$ cat config.mk
export PLATFORM = sky130hd
export DESIGN_NAME = soc_ctrl_rst_sequencer
export DESIGN_NICKNAME = d
export VERILOG_FILES = /design/src/rtl/soc_ctrl_pkg.sv /design/src/rtl/soc_ctrl_counter.sv /design/src/rtl/soc_ctrl_rst_sequencer.sv
export SDC_FILE = /design/constraint.sdc
export NUM_CORES = 1
export LEC_CHECK = 0
export ABC_CLOCK_PERIOD_IN_PS = 2600
export CAP_MARGIN = 30
export CELL_PAD_IN_SITES_DETAIL_PLACEMENT = 0
export CELL_PAD_IN_SITES_GLOBAL_PLACEMENT = 1
export CORE_MARGIN = 1
export CORE_UTILIZATION = 40
export DETAILED_ROUTE_END_ITERATION = 6
export DONT_BUFFER_PORTS = 1
export HOLD_SLACK_MARGIN = 0.05
export PLACE_DENSITY = 0.68
export RECOVER_POWER = 25
export SKIP_LAST_GASP = 1
export SLEW_MARGIN = 25
export SYNTH_ARGS = -nofsm -noshare
export SYNTH_HDL_FRONTEND = slang
export SYNTH_HIERARCHICAL = 1
export SYNTH_SLANG_ARGS = --single-unit
$ cat constraint.sdc
create_clock -name clk_i -period 2.6 [get_ports clk_i]
set_input_delay 0.78 -clock clk_i [delete_from_list [all_inputs] [get_ports clk_i]]
set_output_delay 0.78 -clock clk_i [all_outputs]
set_load 0.005 [all_outputs]
$ cat src/rtl/soc_ctrl_pkg.sv
// -----------------------------------------------------------------------------
// soc_ctrl_pkg
// Shared types and helpers for the soc_ctrl reset sequencing slice.
//   rst_seq_state_e : state encoding of the power-up / power-down sequencer
//   rst_seq_idx_w   : width of a domain index (at least one bit)
//   rst_seq_busy    : states in which a sequencing walk is in progress
// -----------------------------------------------------------------------------
package soc_ctrl_pkg;

    typedef enum logic [3:0] {
        ST_IDLE     = 4'd0,
        ST_REL      = 4'd1,
        ST_WAIT_RDY = 4'd2,
        ST_GAP      = 4'd3,
        ST_UP       = 4'd4,
        ST_DIS      = 4'd5,
        ST_DGAP     = 4'd6,
        ST_ASRT     = 4'd7,
        ST_ERR      = 4'd8
    } rst_seq_state_e;

    // A single domain still needs a one-bit index so ports never collapse to zero width.
    function automatic int unsigned rst_seq_idx_w(input int unsigned num_domains);
        return (num_domains > 1) ? $clog2(num_domains) : 1;
    endfunction

    // UP and ERR are resting states; IDLE is the quiescent state.
    function automatic logic rst_seq_busy(input rst_seq_state_e st);
        return (st == ST_REL)  || (st == ST_WAIT_RDY) || (st == ST_GAP) ||
               (st == ST_DIS)  || (st == ST_DGAP)     || (st == ST_ASRT);
    endfunction

endpackage

$ cat src/rtl/soc_ctrl_counter.sv
// -----------------------------------------------------------------------------
// soc_ctrl_counter
// Small saturating cycle counter used by the reset sequencer for gap and
// timeout measurement. Counts up from zero (UP_COUNT=1) or down from
// MAX_COUNT (UP_COUNT=0) while enabled; clr_i reloads the start value.
//   clk_i    in  1  clock
//   rst_ni   in  1  synchronous active-low reset
//   clr_i    in  1  reload start value (wins over en_i)
//   en_i     in  1  advance one step this cycle
//   last_o   out 1  counter sits on its final counted step (MAX_COUNT-1 up, 1 down)
// -----------------------------------------------------------------------------
module soc_ctrl_counter #(
    parameter int unsigned MAX_COUNT = 8,
    parameter bit          UP_COUNT  = 1'b1,
    localparam int unsigned CNT_W    = $clog2(MAX_COUNT + 1)
) (
    input  logic clk_i,
    input  logic rst_ni,
    input  logic clr_i,
    input  logic en_i,
    output logic last_o
);

    localparam logic [CNT_W-1:0] CNT_MAX  = CNT_W'(MAX_COUNT);
    localparam logic [CNT_W-1:0] CNT_INIT = UP_COUNT ? '0 : CNT_MAX;
    localparam logic [CNT_W-1:0] CNT_END  = UP_COUNT ? CNT_MAX : '0;
    localparam logic [CNT_W-1:0] CNT_LAST = UP_COUNT ? CNT_W'(MAX_COUNT - 1) : CNT_W'(1);

    logic [CNT_W-1:0] count;

    // Saturating at the end value keeps the counter from wrapping if a caller
    // leaves it enabled past its last step.
    always_ff @(posedge clk_i) begin
        if (!rst_ni) begin
            count <= CNT_INIT;
        end else if (clr_i) begin
            count <= CNT_INIT;
        end else if (en_i && (count != CNT_END)) begin
            count <= UP_COUNT ? (count + CNT_W'(1)) : (count - CNT_W'(1));
        end
    end

    assign last_o = (count == CNT_LAST);

endmodule

$ cat src/rtl/soc_ctrl_rst_sequencer.sv
// -----------------------------------------------------------------------------
// soc_ctrl_rst_sequencer
// Orders power-up and power-down of NUM_DOMAINS clock/reset domains, each of
// which sits behind a soc_ctrl_clk_rst_delay_gen. Power-up releases reset and
// clock enable per domain in ascending order, waits for the domain's ready and
// then inserts a gap; power-down walks the domains in reverse, dropping the
// clock enable first and the reset a gap later.
//   clk_i        in  1     reference clock (single clock domain)
//   rst_ni       in  1     synchronous active-low reset
//   start_i      in  1     level, request power-up (looked at in IDLE only)
//   stop_i       in  1     level, request power-down / abort (any non-IDLE state)
//   domain_en_i  in  N     per-domain include mask, captured when start is taken
//   ready_i      in  N     per-domain ready from the delay generators
//   rst_no       out N     per-domain active-low reset
//   clk_en_o     out N     per-domain clock enable
//   busy_o       out 1     a sequencing walk is in progress
//   done_o       out 1     all enabled domains are up
//   err_o        out 1     a domain failed to become ready in time
//   err_idx_o    out IW    index of the domain that timed out
// -----------------------------------------------------------------------------
module soc_ctrl_rst_sequencer
    import soc_ctrl_pkg::*;
#(
    parameter int unsigned NUM_DOMAINS    = 4,
    parameter int unsigned GAP_CYCLES     = 8,
    parameter int unsigned TIMEOUT_CYCLES = 256
) (
    input  logic                                  clk_i,
    input  logic                                  rst_ni,
    input  logic                                  start_i,
    input  logic                                  stop_i,
    input  logic [NUM_DOMAINS-1:0]                domain_en_i,
    input  logic [NUM_DOMAINS-1:0]                ready_i,
    output logic [NUM_DOMAINS-1:0]                rst_no,
    output logic [NUM_DOMAINS-1:0]                clk_en_o,
    output logic                                  busy_o,
    output logic                                  done_o,
    output logic                                  err_o,
    output logic [rst_seq_idx_w(NUM_DOMAINS)-1:0] err_idx_o
);

    localparam int unsigned     IDX_W    = rst_seq_idx_w(NUM_DOMAINS);
    localparam logic [IDX_W-1:0] IDX_LAST = IDX_W'(NUM_DOMAINS - 1);

    rst_seq_state_e           state;
    logic [IDX_W-1:0]         idx;
    logic [NUM_DOMAINS-1:0]   mask;

    logic gap_run;
    logic gap_last;
    logic tmo_run;
    logic tmo_last;

    // Both counters are held cleared outside the states that use them, so
    // every entry into GAP/DGAP or WAIT_RDY starts from zero, including the
    // entries that follow an abort.
    assign gap_run = (state == ST_GAP) || (state == ST_DGAP);
    assign tmo_run = (state == ST_WAIT_RDY);

    soc_ctrl_counter #(
        .MAX_COUNT (GAP_CYCLES),
        .UP_COUNT  (1'b1)
    ) u_gap_cnt (
        .clk_i  (clk_i),
        .rst_ni (rst_ni),
        .clr_i  (!gap_run),
        .en_i   (gap_run),
        .last_o (gap_last)
    );

    soc_ctrl_counter #(
        .MAX_COUNT (TIMEOUT_CYCLES),
        .UP_COUNT  (1'b1)
    ) u_tmo_cnt (
        .clk_i  (clk_i),
        .rst_ni (rst_ni),
        .clr_i  (!tmo_run),
        .en_i   (tmo_run),
        .last_o (tmo_last)
    );

    // Sequencer FSM. Every output is a register updated on the same edge as
    // the state change, so busy_o/done_o always describe the state being
    // entered. A domain's clock enable is only ever raised together with its
    // reset release and is dropped a full gap before the reset is asserted
    // again, which keeps clk_en_o[i] implying rst_no[i].
    always_ff @(posedge clk_i) begin
        if (!rst_ni) begin
            state     <= ST_IDLE;
            idx       <= '0;
            mask      <= '0;
            rst_no    <= '0;
            clk_en_o  <= '0;
            busy_o    <= 1'b0;
            done_o    <= 1'b0;
            err_o     <= 1'b0;
            err_idx_o <= '0;
        end else begin
            case (state)
                ST_IDLE: begin
                    // A simultaneous stop request blocks the power-up.
                    if (start_i && !stop_i) begin
                        mask   <= domain_en_i;
                        idx    <= '0;
                        busy_o <= 1'b1;
                        state  <= ST_REL;
                    end
                end

                ST_REL: begin
                    if (stop_i) begin
                        state <= ST_DIS;
                    end else if (mask[idx]) begin
                        rst_no[idx]   <= 1'b1;
                        clk_en_o[idx] <= 1'b1;
                        state         <= ST_WAIT_RDY;
                    end else begin
                        // Excluded domains still consume a gap so the spacing
                        // between the remaining domains does not depend on the mask.
                        state <= ST_GAP;
                    end
                end

                ST_WAIT_RDY: begin
                    // Ready is checked before the timeout so a ready arriving on
                    // the last allowed cycle still counts as success.
                    if (stop_i) begin
                        state <= ST_DIS;
                    end else if (ready_i[idx]) begin
                        state <= ST_GAP;
                    end else if (tmo_last) begin
                        err_o     <= 1'b1;
                        err_idx_o <= idx;
                        busy_o    <= 1'b0;
                        state     <= ST_ERR;
                    end
                end

                ST_GAP: begin
                    if (stop_i) begin
                        state <= ST_DIS;
                    end else if (gap_last) begin
                        if (idx == IDX_LAST) begin
                            done_o <= 1'b1;
                            busy_o <= 1'b0;
                            state  <= ST_UP;
                        end else begin
                            idx   <= idx + IDX_W'(1);
                            state <= ST_REL;
                        end
                    end
                end

                ST_UP: begin
                    if (stop_i) begin
                        done_o <= 1'b0;
                        busy_o <= 1'b1;
                        state  <= ST_DIS;
                    end
                end

                ST_DIS: begin
                    if (mask[idx]) begin
                        clk_en_o[idx] <= 1'b0;
                    end
                    state <= ST_DGAP;
                end

                ST_DGAP: begin
                    if (gap_last) begin
                        state <= ST_ASRT;
                    end
                end

                ST_ASRT: begin
                    rst_no[idx] <= 1'b0;
                    if (idx == '0) begin
                        // Reaching IDLE is the only way an error indication is retired.
                        mask   <= '0;
                        busy_o <= 1'b0;
                        err_o  <= 1'b0;
                        state  <= ST_IDLE;
                    end else begin
                        idx   <= idx - IDX_W'(1);
                        state <= ST_DIS;
                    end
                end

                ST_ERR: begin
                    // Teardown restarts from the domain that timed out; everything
                    // above it was never released.
                    if (stop_i) begin
                        idx    <= err_idx_o;
                        busy_o <= 1'b1;
                        state  <= ST_DIS;
                    end
                end

                default: begin
                    state  <= ST_IDLE;
                    busy_o <= rst_seq_busy(ST_IDLE);
                end
            endcase
        end
    end

endmodule

==> flow_summary_export.csv, run 1 <==
group,metric,value,unit
run_status,status,"finished clean",
drt,firstDrtPassIters,4,
global_routing,gr-usage-met3,0.0482,
global_routing,met2_usage,0.312,
global_routing,antenna_found_initial,0,
global_routing,grt_pass1_vias,1710,
sta,final_hold_viol_count,0,
sta,fin_crit,2030,ps
cts,cts_tree,"done",
global_routing,grt_usage,0.204,
cts,cts_buffers,5,
sta,finalSetupViolCount,0,
synth,synth_warnings,6,
layout,nNetsFinal,274,
drt,ant_nets,0,
synth,ys_ff_latch,36,
drt,totalWireLength,5160,um
place,post-dp-hpwl,3740,um
layout,design_area,0.00230,sq mm
drt,drt_iter0_drc,146,
sta,rsz0062_at_grt,"false",
layout,num_antenna_cells,0,
synth,syn-num-nets,273,
critical_path,startpoint_type,"register",
floorplanning,initial_core_util,0.416,
synth,synthSimpleGateAreaFrac,0.297,
global_routing,use_met1,0.290,
sta,setup_ws,571,ps
critical_path,path_cells,"ha_1 > nand3_1 > nor2_1 > ha_1 > or4_4 > o311ai_4 > mux2i_1 > nor2_1",
critical_path,crit_path_max_fanout,4,
sta,setup-tns-final,0,ps
layout,final_layout_size_suffix_gt1_frac,0.113,
sta,clock_skew,8.22,ps
place,portBuffers,0,
critical_path,cp_slowest_stage_delay,540,ps
layout,final_util,0.448,
cts,h-tree-depth,2,
cts,clk_latency,280,ps
global_routing,grt-busiest-layer,"met2",
critical_path,crit_arrival,2180,ps
synth,synth_top_family_by_area,"simple AND/OR/NAND/NOR gates",
critical_path,crit_slowest_cell,"or4_4",
layout,nFillCells,551,
hold_path,min_path_type,"reg2reg",
synth,netlist_instances,256,
layout,syn_to_final_growth,7.67,%
critical_path,crit_buf_inv,0,
drt,wl_per_cell,15.8,um
global_routing,overflow,0,
critical_path,cp_top_family,"simple AND/OR/NAND/NOR gates",
synth,synthMuxAreaShare,0.0773,
synth,synth_xor_area_frac,0.0287,
sta,slew_violations,0,
synth,avgSynthCellArea,8.35,sq um
drt,viasPerCell,5.60,
sta,slew_headroom,0.637,
cts,clockBufferDepth,2,
floorplanning,io_pins,25,
synth,postSynth.asyncResetShare,0,
pwr,power_leakage,0.765,nW
floorplanning,core-area,0.00514,sq mm
place,dpl-instance-area,0.00222,sq mm
critical_path,required,2750,ps
sta,max_clock_freq,493,MHz
drt,drcViolationCount,0,
place,place_congestion,0.809,
synth,synth_fa_ha_area_frac,0.0293,
global_routing,grt_max_degree,22,
synth,ys_seq_area_frac,0.337,
synth,synth.distinct_cells,57,
synth,synth_compound_area_frac,0.175,
sta,min_period_over_period,0.781,
synth,synth_area,0.00214,sq mm
cts,clk_pin_slew,70,ps
sta,tightest_slew,544,ps
floorplanning,dieArea,0.00564,sq mm
place,preCtsSetupSlack,346,ps
layout,seq_area,721,sq um
critical_path,end_kind,"register",
flow_run,maxCapViolCount,0,
critical_path,critPathKind,"reg2reg",
floorplanning,dieWidth,75.1,um
cts,ctsHoldBuffers,0,
floorplanning,die_height,75.1,um
pwr,ir_worst_vdd,271,uV
floorplanning,rows,26,
synth,ys.flop_type,"dfxtp_1",
pwr,p_per_area,642,mW/mm^2
cts,clock_tree.root_cell,"clkbuf_8",
synth,synth_edf_count,0,
drt,dr_total_vias,1830,
cts,cts_sinks,36,
global_routing,grt_pass1_wl,8680,um
layout,multi_input_area,0.00130,sq mm
cts,post-cts-setup-buffers,0,
cts,cts_resized,0,
[where the power goes]
group,leakage [nW],internal (W),switching [W]
clock,0.0410,0.000182,0.000196
combinational,0.433,0.000192,0.000283
sequential,0.291,0.000582,0.0000435
[placed cells by master, fill, tap and decap left out, types with 2 or more instances in the layout]
cell      Yosys  final
nand3b_1      2      2
or3_1         3      3
o21ai_0       9      9
a211oi_1      3      3
and2_1        4      4
xor2_1        4      4
o41ai_1       4      4
nor4b_2       2      2
nor2b_1       3      3
a21o_1        3      3
dfxtp_1      36     36
a21oi_1      18     18
nand2_1      21     21
nor3_1        5      5
nand3_1      13     13
and3_1        2      2
nand2b_1      9      9
xnor2_1       3      3
buf_4         0      9
mux2i_1      12     12
a21boi_0      2      2
nor2_1       28     28
ha_1          5      5
mux4_2        2      2
nand4_1       6      6
nand4b_1      2      2
nor4b_1       2      2
inv_1        12     12
clkbuf_8      0      5
[cell usage after synthesis, drive strengths merged, types with 5 or more instances]
cell,n,area share
a21oi,19,0.046
buf,6,0.016
clkbuf,9,0.016
dfxtp,36,0.34
ha,5,0.029
inv,13,0.023
mux2i,12,0.056
nand2,21,0.037
nand2b,9,0.026
nand3,13,0.030
nand4,7,0.023
nor2,28,0.049
nor3,5,0.012
o21ai,9,0.021
[area by class of cell]
type | count | share of cell area
multi-input cells | 192 | 0.564
well taps | 70 | 0.0381
clock inverters | 1 | 0.00218
inverters | 13 | 0.0212
repair buffers | 9 | 0.0294
clock buffers | 6 | 0.0315
flip-flops and latches | 36 | 0.313
[per-stage QoR]
step	cells	total power, W	hold WS (ps)
after global placement	320	0.00111	459
after floorplan	256	0.000997	442
after CTS	327	0.00149	476
final	327	0.00148	469
after detailed placement	320	0.00110	459
after global routing	327	0.00156	508
[worst reg2reg max path, stage by stage, from the launching register on]
cell and delay, ps:
dfxtp_1 340, ha_1 260, nand3_1 100, nor2_1 40, ha_1 220, or4_4 540, o311ai_4 120, mux2i_1 230
nor2_1 50
[per-layer routing]
layer  share of wire  wire, um  vias to the layer above
met2            0.43      2230                       54
met3           0.069       354                        2
li1                -         -                      923
met5               0         0                        -
met1            0.49      2550                      851
met4          0.0043        22                        0
[final timing paths]
kind	start	endpoint	slack (ps)	depth (start not counted)
max	u_tmo_cnt/count[0]$_SDFFE_PP0P_	state[1]$_SDFFE_PN0P_	570	8
min	register	register	470	2
max reg2reg	u_tmo_cnt/count[0]$_SDFFE_PP0P_	state[1]$_SDFFE_PN0P_	570	8
min reg2reg	register	register	470	2
[logic make-up (layout without fill, tap and decap cells)]
group	Yosys count	after routing
DFF	36	36
xor gates and xnor gates	7	7
AOI/OAI and AO/OA	54	54
muxes	14	14
buffers and inverters	28	29
adders and majority gates	5	5
and+or+nand+nor	112	112
(Power assumes the default switching activity.)
==> run 2: changes to the inputs <==
Settings changed: ABC_CLOCK_PERIOD_IN_PS 2600 to 2000.
Clock period 2.6 ns to 2 ns, I/O delays scaled along.
==> run 2 against run 1 <==
  * Total power increased by 53%
  * Worst hold slack got worse by 36 ps
  * Clock power increased by 87%
  * Combinational power increased by 52%
  * Flip-flop and latch count unchanged
  * First-iteration DRC count decreased by 33%
  * Register-to-register slack got worse by 500 ps
  * Sequential power increased by 34%
  * Sequential share of layout area decreased by 2.8 points
  * Final cell count increased by 6.7%
  * Wire length increased by 1.4%
  * Count of clock-buffer cells in the layout increased by 1
  * Largest power group unchanged
==> flow_summary_export.csv, run 2 (same netlist as run 1, synthesis figures left out) <==
group,metric,value,unit
floorplanning,initial_core_util,0.416,
critical_path,critPathKind,"reg2reg",
global_routing,grt_pass1_vias,1780,
layout,final_layout_size_suffix_gt1_frac,0.197,
pwr,power,0.00226,W
sta,max_clock_freq,519,MHz
drt,firstDrtPassIters,4,
layout,layout_common_cells,"dfxtp_1, buf_4, nor2_1, nand2_1, a21oi_1",
layout,syn_to_final_growth,18.4,%
floorplanning,dieWidth,75.1,um
cts,cts_sinks,36,
flow_run,maxCapViolCount,0,
sta,min_period_over_period,0.964,
critical_path,end_kind,"register",
floorplanning,die_height,75.1,um
sta,slew_violations,0,
drt,wl_per_cell,15.0,um
drt,totalWireLength,5230,um
cts,clockBufferDepth,2,
pwr,p_per_area,894,mW/mm^2
layout,num_antenna_cells,0,
sta,final_hold_viol_count,0,
sta,fin_crit,1930,ps
pwr,power_leakage,0.902,nW
critical_path,cp_slowest_stage_delay,530,ps
critical_path,r2r_slack,70,ps
drt,drcViolationCount,0,
critical_path,cp_top_family,"simple AND/OR/NAND/NOR gates",
layout,final_common_cell,"dfxtp_1",
cts,clk_latency,280,ps
pwr,ir_worst_vdd,372,uV
global_routing,grt_usage,0.203,
critical_path,path_depth,8,
place,portBuffers,0,
hold_path,holdPathStages,1,
global_routing,grt_pass1_wl,8690,um
cts,cts_buffers,5,
sta,tightest_slew,851,ps
drt,drt_iter0_drc,98,
place,place_congestion,0.832,
global_routing,grt_max_degree,20,
floorplanning,dieArea,0.00564,sq mm
sta,clock_skew,2.95,ps
drt,ant_nets,0,
run_status,status,"finished clean",
cts,ctsHoldBuffers,0,
hold_path,hold_start,"rst_ni",
critical_path,path_cells,"ha_1 > nand3_1 > nor2_1 > ha_2 > or4_4 > o311ai_4 > mux2i_1 > nor2_1",
floorplanning,io_pins,25,
global_routing,antenna_found_initial,0,
place,post-dp-hpwl,3840,um
layout,final_util,0.492,
global_routing,overflow,0,
drt,viasPerCell,5.41,
critical_path,r2r_start,"u_tmo_cnt/count[0]$_SDFFE_PP0P_",
sta,slew_headroom,0.425,
cts,h-tree-depth,2,
cts,clk_pin_slew,70,ps
drt,dr_total_vias,1888,
critical_path,crit_arrival,2080,ps
floorplanning,core-area,0.00514,sq mm
critical_path,timing.rr.end,"state[1]$_SDFFE_PN0P_",
critical_path,startpoint_type,"register",
critical_path,crit_path_max_fanout,3,
critical_path,critPathMostFrequentCell,"nor2_1",
sta,finalSetupViolCount,0,
cts,cts_tree,"done",
layout,nNetsFinal,295,
critical_path,crit_buf_inv,0,
floorplanning,rows,26,
sta,rsz0062_at_grt,"true",
critical_path,r2r_cells,8,
cts,clock_tree.root_cell,"clkbuf_8",
critical_path,crit_slowest_cell,"or4_4",
sta,whs,432,ps
critical_path,required,2160,ps
hold_path,min_path_type,"in2reg",
[run 2: worst max-delay path by stage]
stage | from | endpoint
floorplan | stop_i | idx[1]$_SDFFE_PN0P_
global placement | ready_i[3] | state[1]$_SDFFE_PN0P_
detailed placement | ready_i[3] | state[1]$_SDFFE_PN0P_
CTS | u_tmo_cnt/count[0]$_SDFFE_PP0P_ | state[1]$_SDFFE_PN0P_
global route | idx[0]$_SDFFE_PN0P_ | busy_o$_SDFFE_PN0P_
finish | u_tmo_cnt/count[0]$_SDFFE_PP0P_ | state[1]$_SDFFE_PN0P_
[run 2: stage by stage]
stage | area [sq um] | setup TNS [ps] | setup WS [ps] | instances
floorplan | 2140 | 0 | 0.165 | 256
global placement | 2390 | -70.9 | -30.5 | 341
detailed placement | 2390 | -166 | -44.8 | 341
CTS | 2520 | 0 | 33.7 | 349
global route | 2530 | -26.9 | -26.9 | 349
finish | 2530 | 0 | 72.5 | 349
[run 2: layer usage]
layer	track usage	part of all wire	routed length [um]	vias to the layer above
li1	-	-	-	959
met1	0.292	0.50	2600	879
met2	0.306	0.44	2330	46
met3	0.0415	0.052	274	4
met4	0.0587	0.0059	31	0
met5	0	0	0	-
[run 2: power breakdown]
part | total (W) | internal (W) | switching [W]
logic | 0.000720 | 0.000350 | 0.000370
registers | 0.000835 | 0.000758 | 0.0000766
clock network | 0.000708 | 0.000440 | 0.000268
total | 0.00226 | 0.00155 | 0.000715
[run 2: cell type report]
class | count | area [sq um]
fillers | 535 | 2610
multi-input cells | 192 | 1310
repair buffers | 30 | 238
flip-flops and latches | 36 | 722
inverters | 13 | 48.8
well taps | 70 | 87.6
clock buffers | 7 | 96.3
clock inverters | 1 | 30.0
[run 2: timing repair]
item,4_1_cts,5_1_grt
buffers inserted,0,0
gates resized for setup,0,3
endpoints found under the setup margin,0,9
[run 2: worst reg2reg max path, stage by stage, from the launching register on]
cell and delay [ps]:
dfxtp_1 320, ha_1 220, nand3_1 90, nor2_1 60, ha_2 200, or4_4 530, o311ai_4 110, mux2i_1 220
nor2_1 50
==> run 3: changes to the inputs <==
Settings changed: ABC_AREA from default to 1, PLACE_DENSITY 0.68 to 0.72.
==> run 3 against run 2 <==
  * Final cell count is 22% higher
  * Die area is 2.4% higher
  * Flip-flop and latch count stayed put
  * Count of clock-buffer cells in the layout is 1 lower
  * Critical path depth is 3 higher
  * Clock power is 23% lower
  * Highest routed layer unchanged
  * Total power is 8.5% lower
  * Utilization is 2.9 points lower
  * Critical path type unchanged
  * Final area is 4.8% lower
  * Wire length is 1.5% lower
  * Worst hold slack worse by 8.8 ps
==> flow_summary_export.csv, run 3 <==
group,metric,value,unit
synth,yosysTopAreaCell,"dfxtp_1",
cts,cts_sinks,36,
floorplanning,initial_core_util,0.421,
critical_path,r2r_cells,11,
synth,ys_seq_area_frac,0.329,
layout,final_layout_size_suffix_gt1_frac,0.138,
synth,postSynth.asyncResetShare,0,
synth,avgSynthCellArea,6.39,sq um
cts,cts_tree,"done",
floorplanning,dieArea,0.00578,sq mm
synth,ys_ff_latch,36,
cts,cts_buffers,5,
critical_path,crit_path_max_fanout,4,
pwr,ir_worst_vdd,408,uV
synth,synth_edf_count,0,
flow_run,maxCapViolCount,0,
hold_path,min_path_type,"in2reg",
layout,final_common_cell,"nand2_1",
cts,h-tree-depth,2,
cts,clk_latency,290,ps
hold_path,holdPathStages,2,
drt,drt_iter0_drc,77,
sta,finalSetupViolCount,0,
pwr,power,0.00207,W
floorplanning,die_height,76.0,um
layout,layout_common_cells,"nand2_1, inv_1, dfxtp_1, nor2_1, nand3_1",
sta,final_hold_viol_count,0,
layout,nNetsFinal,372,
critical_path,required,2190,ps
critical_path,startpoint_type,"register",
sta,clock_skew,10.4,ps
floorplanning,rows,26,
critical_path,cp_top_family,"simple AND/OR/NAND/NOR gates",
sta,min_period_over_period,0.906,
sta,slew_headroom,0.748,
synth,synth.most_common_cell,"nand2_1",
drt,firstDrtPassIters,4,
place,place_congestion,0.832,
critical_path,path_depth,11,
synth,syn-num-nets,360,
synth,synth_common_cells,"nand2_1, inv_1, dfxtp_1, nor2_1, nand3_1",
cts,clock_tree.root_cell,"clkbuf_8",
critical_path,cp_slowest_stage_delay,350,ps
global_routing,grt_pass1_wl,8670,um
synth,synth_top_area_frac,0.329,
global_routing,overflow,0,
layout,syn_to_final_growth,9.99,%
synth,synth_area,0.00219,sq mm
sta,fin_crit,1810,ps
pwr,p_per_area,860,mW/mm^2
global_routing,grt_usage,0.188,
drt,viasPerCell,4.95,
critical_path,path_cells,"ha_1 > nand2_1 > nor4_2 > ha_2 > inv_1 > nand4_1 > nand4_1 > nor2_1 > nand3_1 > nand2_1 > nor2_1",
sta,slew_violations,0,
layout,num_antenna_cells,0,
global_routing,antenna_found_initial,0,
run_status,status,"finished clean",
synth,synth_warnings,6,
place,post-dp-hpwl,4070,um
cts,clockBufferDepth,2,
floorplanning,io_pins,25,
critical_path,crit_arrival,2000,ps
pwr,power_leakage,1.07,nW
layout,final_util,0.463,
critical_path,r2r_slack,190,ps
global_routing,grt_max_degree,12,
floorplanning,dieWidth,76.0,um
sta,whs,424,ps
drt,dr_total_vias,2108,
critical_path,crit_buf_inv,1,
cts,clk_pin_slew,70,ps
synth,netlist_instances,343,
sta,max_clock_freq,552,MHz
critical_path,critPathKind,"reg2reg",
critical_path,crit_slowest_cell,"dfxtp_1",
place,portBuffers,0,
global_routing,grt_pass1_vias,1924,
drt,wl_per_cell,12.1,um
floorplanning,core-area,0.00520,sq mm
synth,synth.distinct_cells,27,
sta,tightest_slew,375,ps
synth,synthTopCellsByArea,"dfxtp_1, nand2_1, inv_1",
critical_path,end_kind,"register",
drt,drcViolationCount,0,
drt,ant_nets,0,
synth,ys.flop_type,"dfxtp_1",
drt,totalWireLength,5150,um
run 3: per-layer routing:
layer	track usage	up-vias	share of wire
li1	-	1119	-
met1	0.236	955	0.46
met2	0.316	28	0.49
met3	0.0395	6	0.031
met4	0.0712	0	0.013
met5	0	-	0
run 3: cell type report:
class	instances	area (sq um)
Fill cell	591	2800
Timing Repair Buffer	9	67.6
Tap cell	70	87.6
Clock buffer	6	82.6
Inverter	52	195
Sequential cell	36	721
Clock inverter	2	10.0
Multi-Input combinational cell	251	1250
run 3: power breakdown:
| group | internal (W) | leakage [nW] | switching [W] |
|---|---|---|---|
| sequential | 0.000781 | 0.291 | 0.0000740 |
| combinational | 0.000218 | 0.727 | 0.000452 |
| clock | 0.000275 | 0.0510 | 0.000272 |
| total | 0.00127 | 1.07 | 0.000798 |
run 3: worst paths after layout:
kind / from / to
worst min register to register: register / register
worst max-delay path: u_tmo_cnt/count[1]$_SDFFE_PP0P_ / busy_o$_SDFFE_PN0P_
worst min-delay path: rst_ni / busy_o$_SDFFE_PN0P_
worst max register to register: u_tmo_cnt/count[1]$_SDFFE_PP0P_ / busy_o$_SDFFE_PN0P_
run 3: repair_timing:
action | 4_1_cts | 5_1_grt
hold buffers | 0 | 0
hold endpoints to repair | 0 | 0
resized for setup | 0 | 2
endpoints found under the setup margin | 0 | 1
buffers inserted | 0 | 1
run 3: metrics by stage:
stage | setup TNS [ps] | area, sq um | std cells | worst slack (ps)
floorplan | 0 | 2190 | 343 | 243
global placement | 0 | 2300 | 417 | 240
detailed placement | 0 | 2300 | 417 | 149
CTS | 0 | 2390 | 425 | 129
global route | -1.75 | 2410 | 426 | -1.75
finish | 0 | 2410 | 426 | 188
run 3: logic make-up after synthesis:
family,count (synthesis),synth area share
flip-flops,36,0.329
adder cells (fa/ha/maj),5,0.0286
AND/OR/NAND/NOR,199,0.417
XOR/XNOR,2,0.00800
buffers and inverters,56,0.106
AO/OA/AOI/OAI,45,0.111
